### src/rtl/operand2_ctrl_pkg.sv
// operand2_ctrl_pkg: barrel shifter mode codes and controller state encodings
package operand2_ctrl_pkg;
    typedef enum logic [3:0] {
        IMMED, LSLIMM, LSRIMM, ASRIMM, RORIMM, LSLREG, LSRREG, ASRREG, RORREG
    } bsel_t;
    typedef enum logic [2:0] {IDLE, RD_RM, RD_RS, CAP, SHIFT, DONE} state_t;
    localparam logic [3:0] R15 = 4'd15;
    function automatic logic [3:0] shift_sel(input logic by_reg, input logic [1:0] t);
        return (by_reg ? 4'(LSLREG) : 4'(LSLIMM)) + {2'b0, t};
    endfunction
endpackage

### src/rtl/operand2_ctrl.sv
// operand2_ctrl: sequences Rm/Rs reads over one register-file port and drives the
// external barrel shifter, latching its result as the ARM second operand
module operand2_ctrl
    import operand2_ctrl_pkg::*;
(
    input  logic        clk,
    input  logic        reset,
    input  logic        start,
    input  logic        is_imm,
    input  logic        shift_by_reg,
    input  logic [1:0]  shift_type,
    input  logic [4:0]  imm_shift,
    input  logic [3:0]  rot_imm,
    input  logic [7:0]  imm8,
    input  logic [3:0]  rm,
    input  logic [3:0]  rs,
    input  logic        c_flag,
    input  logic [31:0] pc,
    output logic [3:0]  rf_addr,
    input  logic [31:0] rf_data,
    output logic [3:0]  barrel_sel,
    output logic [31:0] shiftee,
    output logic [31:0] shifter,
    output logic        bs_c_flag,
    input  logic [31:0] shifter_operand,
    input  logic        shifter_carry_out,
    output logic        busy,
    output logic        done,
    output logic [31:0] operand,
    output logic        carry_out
);
    state_t      r_state, w_next;
    logic        r_sbr, r_c;
    logic [1:0]  r_type;
    logic [4:0]  r_imm_shift;
    logic [3:0]  r_rm, r_rs, r_rf_addr, r_sel;
    logic [31:0] r_pc, r_rm_val, r_shiftee, r_shifter, r_operand;
    logic        r_bs_c, r_carry;
    logic [3:0]  w_cap_idx;
    logic [31:0] w_cap;

    // R15 is never read; the pipeline-visible PC value replaces the read data
    assign w_cap_idx = (r_state == CAP && r_sbr) ? r_rs : r_rm;
    assign w_cap     = (w_cap_idx == R15) ? r_pc + (r_sbr ? 32'd12 : 32'd8) : rf_data;

    always_comb begin
        w_next = r_state;
        unique case (r_state)
            IDLE:    w_next = start ? (is_imm ? SHIFT : RD_RM) : IDLE;
            RD_RM:   w_next = r_sbr ? RD_RS : CAP;
            RD_RS:   w_next = CAP;
            CAP:     w_next = SHIFT;
            SHIFT:   w_next = DONE;
            default: w_next = IDLE;
        endcase
    end

    always_ff @(posedge clk) begin
        if (r_state == IDLE && start) begin
            r_sbr       <= shift_by_reg;
            r_type      <= shift_type;
            r_imm_shift <= imm_shift;
            r_rm        <= rm;
            r_rs        <= rs;
            r_c         <= c_flag;
            r_pc        <= pc;
        end
        if (r_state == RD_RS) r_rm_val <= w_cap;
    end

    always_ff @(posedge clk) begin
        if (reset) begin
            r_state   <= IDLE;
            r_rf_addr <= '0;
            r_sel     <= IMMED;
            r_shiftee <= '0;
            r_shifter <= '0;
            r_bs_c    <= 1'b0;
            r_operand <= '0;
            r_carry   <= 1'b0;
        end else begin
            r_state <= w_next;
            if (r_state == IDLE && start) begin
                if (is_imm) begin
                    r_sel     <= IMMED;
                    r_shiftee <= {24'b0, imm8};
                    r_shifter <= {27'b0, rot_imm, 1'b0};
                    r_bs_c    <= c_flag;
                end else if (rm != R15) begin
                    r_rf_addr <= rm;
                end
            end
            if (r_state == RD_RM && r_sbr && r_rs != R15) r_rf_addr <= r_rs;
            if (r_state == CAP) begin
                r_sel     <= shift_sel(r_sbr, r_type);
                r_shiftee <= r_sbr ? r_rm_val : w_cap;
                r_shifter <= r_sbr ? {24'b0, w_cap[7:0]} : {27'b0, r_imm_shift};
                r_bs_c    <= r_c;
            end
            if (r_state == SHIFT) begin
                r_operand <= shifter_operand;
                r_carry   <= shifter_carry_out;
            end
        end
    end

    assign rf_addr    = r_rf_addr;
    assign barrel_sel = r_sel;
    assign shiftee    = r_shiftee;
    assign shifter    = r_shifter;
    assign bs_c_flag  = r_bs_c;
    assign operand    = r_operand;
    assign carry_out  = r_carry;
    assign busy       = r_state != IDLE;
    assign done       = r_state == DONE;
endmodule
### config.mk
export PLATFORM = sky130hd
export DESIGN_NAME = operand2_ctrl
export DESIGN_NICKNAME = d
export VERILOG_FILES = /design/src/rtl/operand2_ctrl_pkg.sv /design/src/rtl/operand2_ctrl.sv
export SDC_FILE = /design/constraint.sdc
export NUM_CORES = 1
export LEC_CHECK = 0
export CORE_ASPECT_RATIO = 1.2
export CORE_UTILIZATION = 46
export DETAILED_ROUTE_END_ITERATION = 6
export PLACE_DENSITY = 0.82
export SYNTH_ARGS = -nofsm -noshare
export SYNTH_HDL_FRONTEND = slang
export SYNTH_SLANG_ARGS = --single-unit
### constraint.sdc
create_clock -name clk -period 4.4 [get_ports clk]
set_input_delay 0.66 -clock clk [delete_from_list [all_inputs] [get_ports clk]]
set_output_delay 0.66 -clock clk [all_outputs]
set_load 0.005 [all_outputs]
==> Yosys cells after proc, flatten, opt, wreduce, memory -nomap -nowiden <==
Index checks and enable logic that the tools add are counted.
{ "totals": {"word_cells": 65, "romBits": 0, "ramBits": 0, "output_inout_bits": 108, "latchBits": 0, "in_bits": 130, "n_memories": 0, "reg_bits": 190} }
{ "classes": {"n_addsub": 2, "bitwise_logic": 0, "shift": 0, "magnitude_cmp": 0, "div_mod_pow": 0, "n_eq_ne": 9, "mux": 26, "multipliers": 0, "n_reduce_logical": 12} }
{ "ops": {"columns": ["cell", "count"], "rows": [
  ["two-way mux 32 bit", 8],
  ["adder 32 x 4 -> 32 bit", 1],
  ["two-way mux 4 bit", 8],
  ["one-hot mux 3 bit (5 select lines)", 1],
  ["two-way mux 3 bit", 4],
  ["two-way mux 8 bit", 1],
  ["!= test 4 bit, second input constant", 2],
  ["nonzero test 2 bit", 4],
  ["== test 3 x 2 -> 1 bit, second input constant", 2],
  ["== test 3 bit, second input constant", 2],
  ["adder 3 x 2 -> 4 bit", 1],
  ["== test 4 bit, second input constant", 1],
  ["logical AND 1 bit", 4],
  ["two-way mux 1 bit", 4],
  ["== test 3 x 1 -> 1 bit, second input constant", 1],
  ["logical NOT 3 bit", 1],
  ["AND reduction 3 bit", 1],
  ["nonzero test 3 bit", 1],
  ["!= test 2 x 1 -> 1 bit, second input constant", 1],
  ["AND reduction 2 bit", 1]
]} }

==> Depth between registers and ports, before layout <==
{ "depth": {"depth_word": 7, "depth_mapped": 8, "ltp_nobuf": 8} }

==> Least setup slack after synthesis <==
No wires, ideal clock.
{ "synth_timing": {"path_type": "register to register", "from": "reg r_state[2]", "to": "reg r_rf_addr[0] (netlist: rf_addr[0])", "required_time_ns": 4.314, "slack_ns": 0.412, "stages_incl_launch_ff": 7, "t_arrival_ns": 3.903, "setup_ns": 0.086, "synth_period_minus_slack_ns": 3.988, "path_buffers": 1, "path_cell_list": "dfxtp_1 clkbuf_1 or3_1 nor2_1 nand2_1 mux2i_1 a211oi_1"} }
{ "synth_via": {"elab_chain_len": 5, "elab_cells_between_ends": 10, "classes_between": "eq/ne: 2; mux: 1; reduce/logical: 7"} }
{ "synth_lines": {"columns": ["element", "line_no", "text"], "rows": [
  ["from (decl)", "operand2_ctrl.sv:32", "state_t r_state, w_next;"],
  ["from (signal assigned)", "operand2_ctrl.sv:82", "r_state <= w_next;"],
  ["== test 3 x 1 -> 1 bit", "operand2_ctrl.sv:93", "if (r_state == RD_RM && r_sbr && r_rs != R15) r_rf_addr <= r_rs;"],
  ["logical AND 1 bit (2 in series)", "operand2_ctrl.sv:93", null],
  ["!= test 2 x 1 -> 1 bit (no source line) or nonzero test 2 bit (tied branches)", null, null],
  ["AND reduction 3 bit (no source line)", null, null],
  ["to (signal assigned)", "operand2_ctrl.sv:90", "r_rf_addr <= rm;"],
  ["to (signal assigned)", "operand2_ctrl.sv:93", null],
  ["to (decl)", "operand2_ctrl.sv:36", "logic [3:0] r_rm, r_rs, r_rf_addr, r_sel;"]
]} }
Several ways; a longest one is shown, not always the timed one.
A chain may end at the register's enable or synchronous reset.

==> Worst setup path in the final report <==
{ "layout_timing": {"from": "reg r_state[2]", "to": "reg r_shiftee[30] (netlist: shiftee[30])"} }
{ "layout_via": {"elab_chain_len": 7, "elab_cells_between_ends": 12, "classes_between": "eq/ne: 2; mux: 4; reduce/logical: 6"} }
{ "layout_lines": {"columns": ["element", "line_no", "text"], "rows": [
  ["== test 3 x 2 -> 1 bit", "operand2_ctrl.sv:43, operand2_ctrl.sv:94", null],
  ["logical AND 1 bit", "operand2_ctrl.sv:43", "assign w_cap_idx = (r_state == CAP && r_sbr) ? r_rs : r_rm;"],
  ["two-way mux 4 bit", "operand2_ctrl.sv:43", null],
  ["== test 4 bit", "operand2_ctrl.sv:44", "assign w_cap = (w_cap_idx == R15) ? r_pc + (r_sbr ? 32'd12 : 32'd8) : rf_data;"],
  ["two-way mux 32 bit", "operand2_ctrl.sv:44", null],
  ["two-way mux 32 bit", "operand2_ctrl.sv:96", "r_shiftee <= r_sbr ? r_rm_val : w_cap;"],
  ["two-way mux 32 bit", "operand2_ctrl.sv:94", "if (r_state == CAP) begin"],
  ["to (signal assigned)", "operand2_ctrl.sv:86", "r_shiftee <= {24'b0, imm8};"],
  ["to (signal assigned)", "operand2_ctrl.sv:96", null],
  ["to (decl)", "operand2_ctrl.sv:37", "logic [31:0] r_pc, r_rm_val, r_shiftee, r_shifter, r_operand;"]
]} }
Several ways; a longest one is shown, not always the timed one.

==> flow_metrics.env <==
export IMPL_ys_seq_elements=166
export IMPL_relSlewSlack_pct=22.2
export IMPL_max_freq_mhz=363
export IMPL_cp_max_fo=21
export IMPL_min_period_ns=2.75
export IMPL_ys_seq_area_share_pct=58.7
export IMPL_critPathCaptureType="flip-flop"
export IMPL_holdCritStartpoint="operand[15]"
export IMPL_holdPathEnd="operand[15]"
export IMPL_power_frac_clock_pct=36.8
export IMPL_power_frac_seq_pct=46.1
export IMPL_antenna_left=0
export IMPL_fillers=1196
export IMPL_diodes=0
export IMPL_dp_hpwl_um=12800
export IMPL_synth_edf_count=81
export IMPL_comb_power_share_pct=17.1
export IMPL_stdcell_area_um2=9860
export IMPL_clock_sinks=166
export IMPL_synth_area_um2=7050
export IMPL_setup_tns_ns=0
export IMPL_setup_viol=0
export IMPL_r2r_slack_ns=1.65
export IMPL_die_x_um=115
export IMPL_postSynthCellCount=655
export IMPL_worst_setup_path_start_kind="flip-flop"
export IMPL_reg2regPathDepth=5
export IMPL_p_per_area_nw_per_um2=426
export IMPL_ys_types=53
export IMPL_hold_viol_final=0
export IMPL_worstPathArrival_ns=3.09
export IMPL_period_share_pct=62.5
export IMPL_drt_first_pass_iters=5
export IMPL_grt_max_degree=87
export IMPL_drc=0
export IMPL_drt_iter0_markers=474
export IMPL_syn2layout_area_growth_pct=40.0
export IMPL_root_buffer="clkbuf_16"
export IMPL_p_sw_share_pct=25.5
export IMPL_cts_made_buffers=17
export IMPL_placed_area_um2=9250
export IMPL_io_pins=238
export IMPL_max_cap_viol_count=0
export IMPL_switchingPower_w=0.00107
export IMPL_wl_um=18600
export IMPL_die_h_um=138
export IMPL_synth_top_area_share_pct=34.5
export IMPL_hold_ws_ns=0.452
export IMPL_cts_tree="built"
export IMPL_r2r_end="shiftee[30]"
export IMPL_p_leak_nw=3.41
export IMPL_seqCellArea_um2=4130
export IMPL_final_nets=987
export IMPL_synth_top_area_cell="edfxtp_1"
export IMPL_cts_clk_slew_worst_paths_ns=0.06
export IMPL_dieArea_um2=15800
export IMPL_synth_common_cells="dfxtp_1, nand2_1, edfxtp_1"
export IMPL_intPower_w=0.00313
export IMPL_r2r_start="r_state[2]"
export IMPL_slew_violations=0
export IMPL_synthArstFlopShare_pct=0
export IMPL_status="finished, final reports clean"
export IMPL_hold_class="flip-flop to flip-flop"
export IMPL_ys_top_cells_by_area="edfxtp_1, dfxtp_1, nand2_1, a21oi_1, nor2_1"
export IMPL_fin_skew_ns=0.00551
export IMPL_crit_type="flip-flop to flip-flop"
export IMPL_hold_depth=2
export IMPL_row_count=49
export IMPL_tightest_slew_ns=1.17
export IMPL_ys_flop_type="dfxtp_1"
export IMPL_post_cts_buffers=0
export IMPL_cts_buffer_depth=2
export IMPL_worstSetupStartpoint="r_state[2]"
export IMPL_insertion_delay_ns=0.43
export IMPL_place_gp_congestion=0.891
export IMPL_cts_resized=0
export IMPL_grt_ovfl_total=0
export IMPL_core_area_um2=15000
export IMPL_htree_levels=4
export IMPL_grt_pass1_wl_um=27400
export IMPL_track_usage_pct=23.1
export IMPL_drive_above_1_share_pct=6.46
export IMPL_wl_per_cell_um=17.4
export IMPL_vias=5825
export IMPL_final_util_pct=65.9
export IMPL_multi_input_area_um2=2650
export IMPL_via_per_inst=5.44
export IMPL_rsz0062_at_grt="false"
export IMPL_avgSynthCellArea_um2=10.8
export IMPL_place_port_buffers=213
export IMPL_start_util_pct=47.1
export IMPL_grt_pass1_vias=5271
export IMPL_antenna_found_initial=0
export IMPL_crit_required_ns=4.74
export IMPL_finalPower_w=0.00420
export IMPL_cts_hold_buffers=0
export IMPL_synth_warnings=0
export IMPL_ir_drop_uv=259
==> cell families after synthesis <==
| logic type | Yosys count | synth area share (%) |
|---|---|---|
| AND/OR/NAND/NOR | 217 | 14.3 |
| flip-flops | 166 | 58.7 |
| AO/OA/AOI/OAI | 161 | 15.6 |
| buffers and inverters | 71 | 5.29 |
| XOR/XNOR | 22 | 2.73 |
| multiplexers | 14 | 2.73 |
| adder cells (fa/ha/maj) | 3 | 0.533 |
| other | 1 | 0.0532 |
==> worst max path at each step <==
stage                               to  slack (ns)  cells after the start
after detailed placement   shiftee[21]        1.54                      6
final                      shiftee[30]        1.65                      5
after global placement     shiftee[21]        1.57                      6
after global routing       shiftee[30]        1.41                      5
after floorplan             rf_addr[0]        0.41                      6
after CTS                 r_rm_val[28]        1.68                      9
==> cell usage in the layout (no fill, tap or decap), types with 12 or more instances in the layout <==
cell type / synthesis / layout
conb_1: 1 / 24
dfxtp_1: 85 / 85
clkbuf_16: 0 / 17
nand4_1: 16 / 16
o21ai_0: 12 / 12
a211oi_1: 17 / 17
clkdlybuf4s50_1: 0 / 212
nand2_1: 85 / 85
a21oi_1: 53 / 52
a22oi_1: 29 / 29
edfxtp_1: 81 / 81
nor2_1: 63 / 61
==> through the flow <==
step,setup WS (ns),std cells
finish,1.65,1071
global route,1.41,1071
CTS,1.68,1071
detailed placement,1.54,1039
global placement,1.57,1039
floorplan,0.412,678
==> worst max-delay path, cell delays in order (launching register included) <==
cell	delay, ns
dfxtp_1	0.43
nand3b_1	0.72
or3_1	0.68
nor2_1	0.57
nand2_1	0.15
o221ai_1	0.10
==> registers in the layout, summed over array words and instances, names as in the netlist <==
register	flops
barrel_sel	4
bs_c_flag	1
carry_out	1
operand	32
r_c	1
r_imm_shift	5
r_pc	32
r_rm	4
r_rm_val	32
r_rs	4
r_sbr	1
r_state	3
r_type	2
rf_addr	4
shiftee	32
shifter	8
==> metal layers <==
metal | track usage, % | routed length [um]
met3 | 4.66 | 1170
met2 | 37.6 | 9260
met4 | 10.8 | 578
met1 | 29.4 | 7620
met5 | 0 | 0
==> power groups by stage <==
stage | Sequential (W) | Combinational (W) | Clock [W]
after floorplan | 0.00195 | 0.000374 | 0
after detailed placement | 0.00197 | 0.000714 | 0
after CTS | 0.00193 | 0.000719 | 0.00157
after global routing | 0.00195 | 0.000781 | 0.00163
final | 0.00194 | 0.000717 | 0.00155
after global placement | 0.00196 | 0.000703 | 0
==> area by class of cell <==
cell class	instances	share of cell area, %
clock inverter	14	1.83
sequential	166	41.9
clock buffer	18	4.35
tap	204	2.59
timing repair buffer	221	22.2
multi-input combinational	441	26.9
inverter	7	0.266
Power figures use the tool's default switching activity.
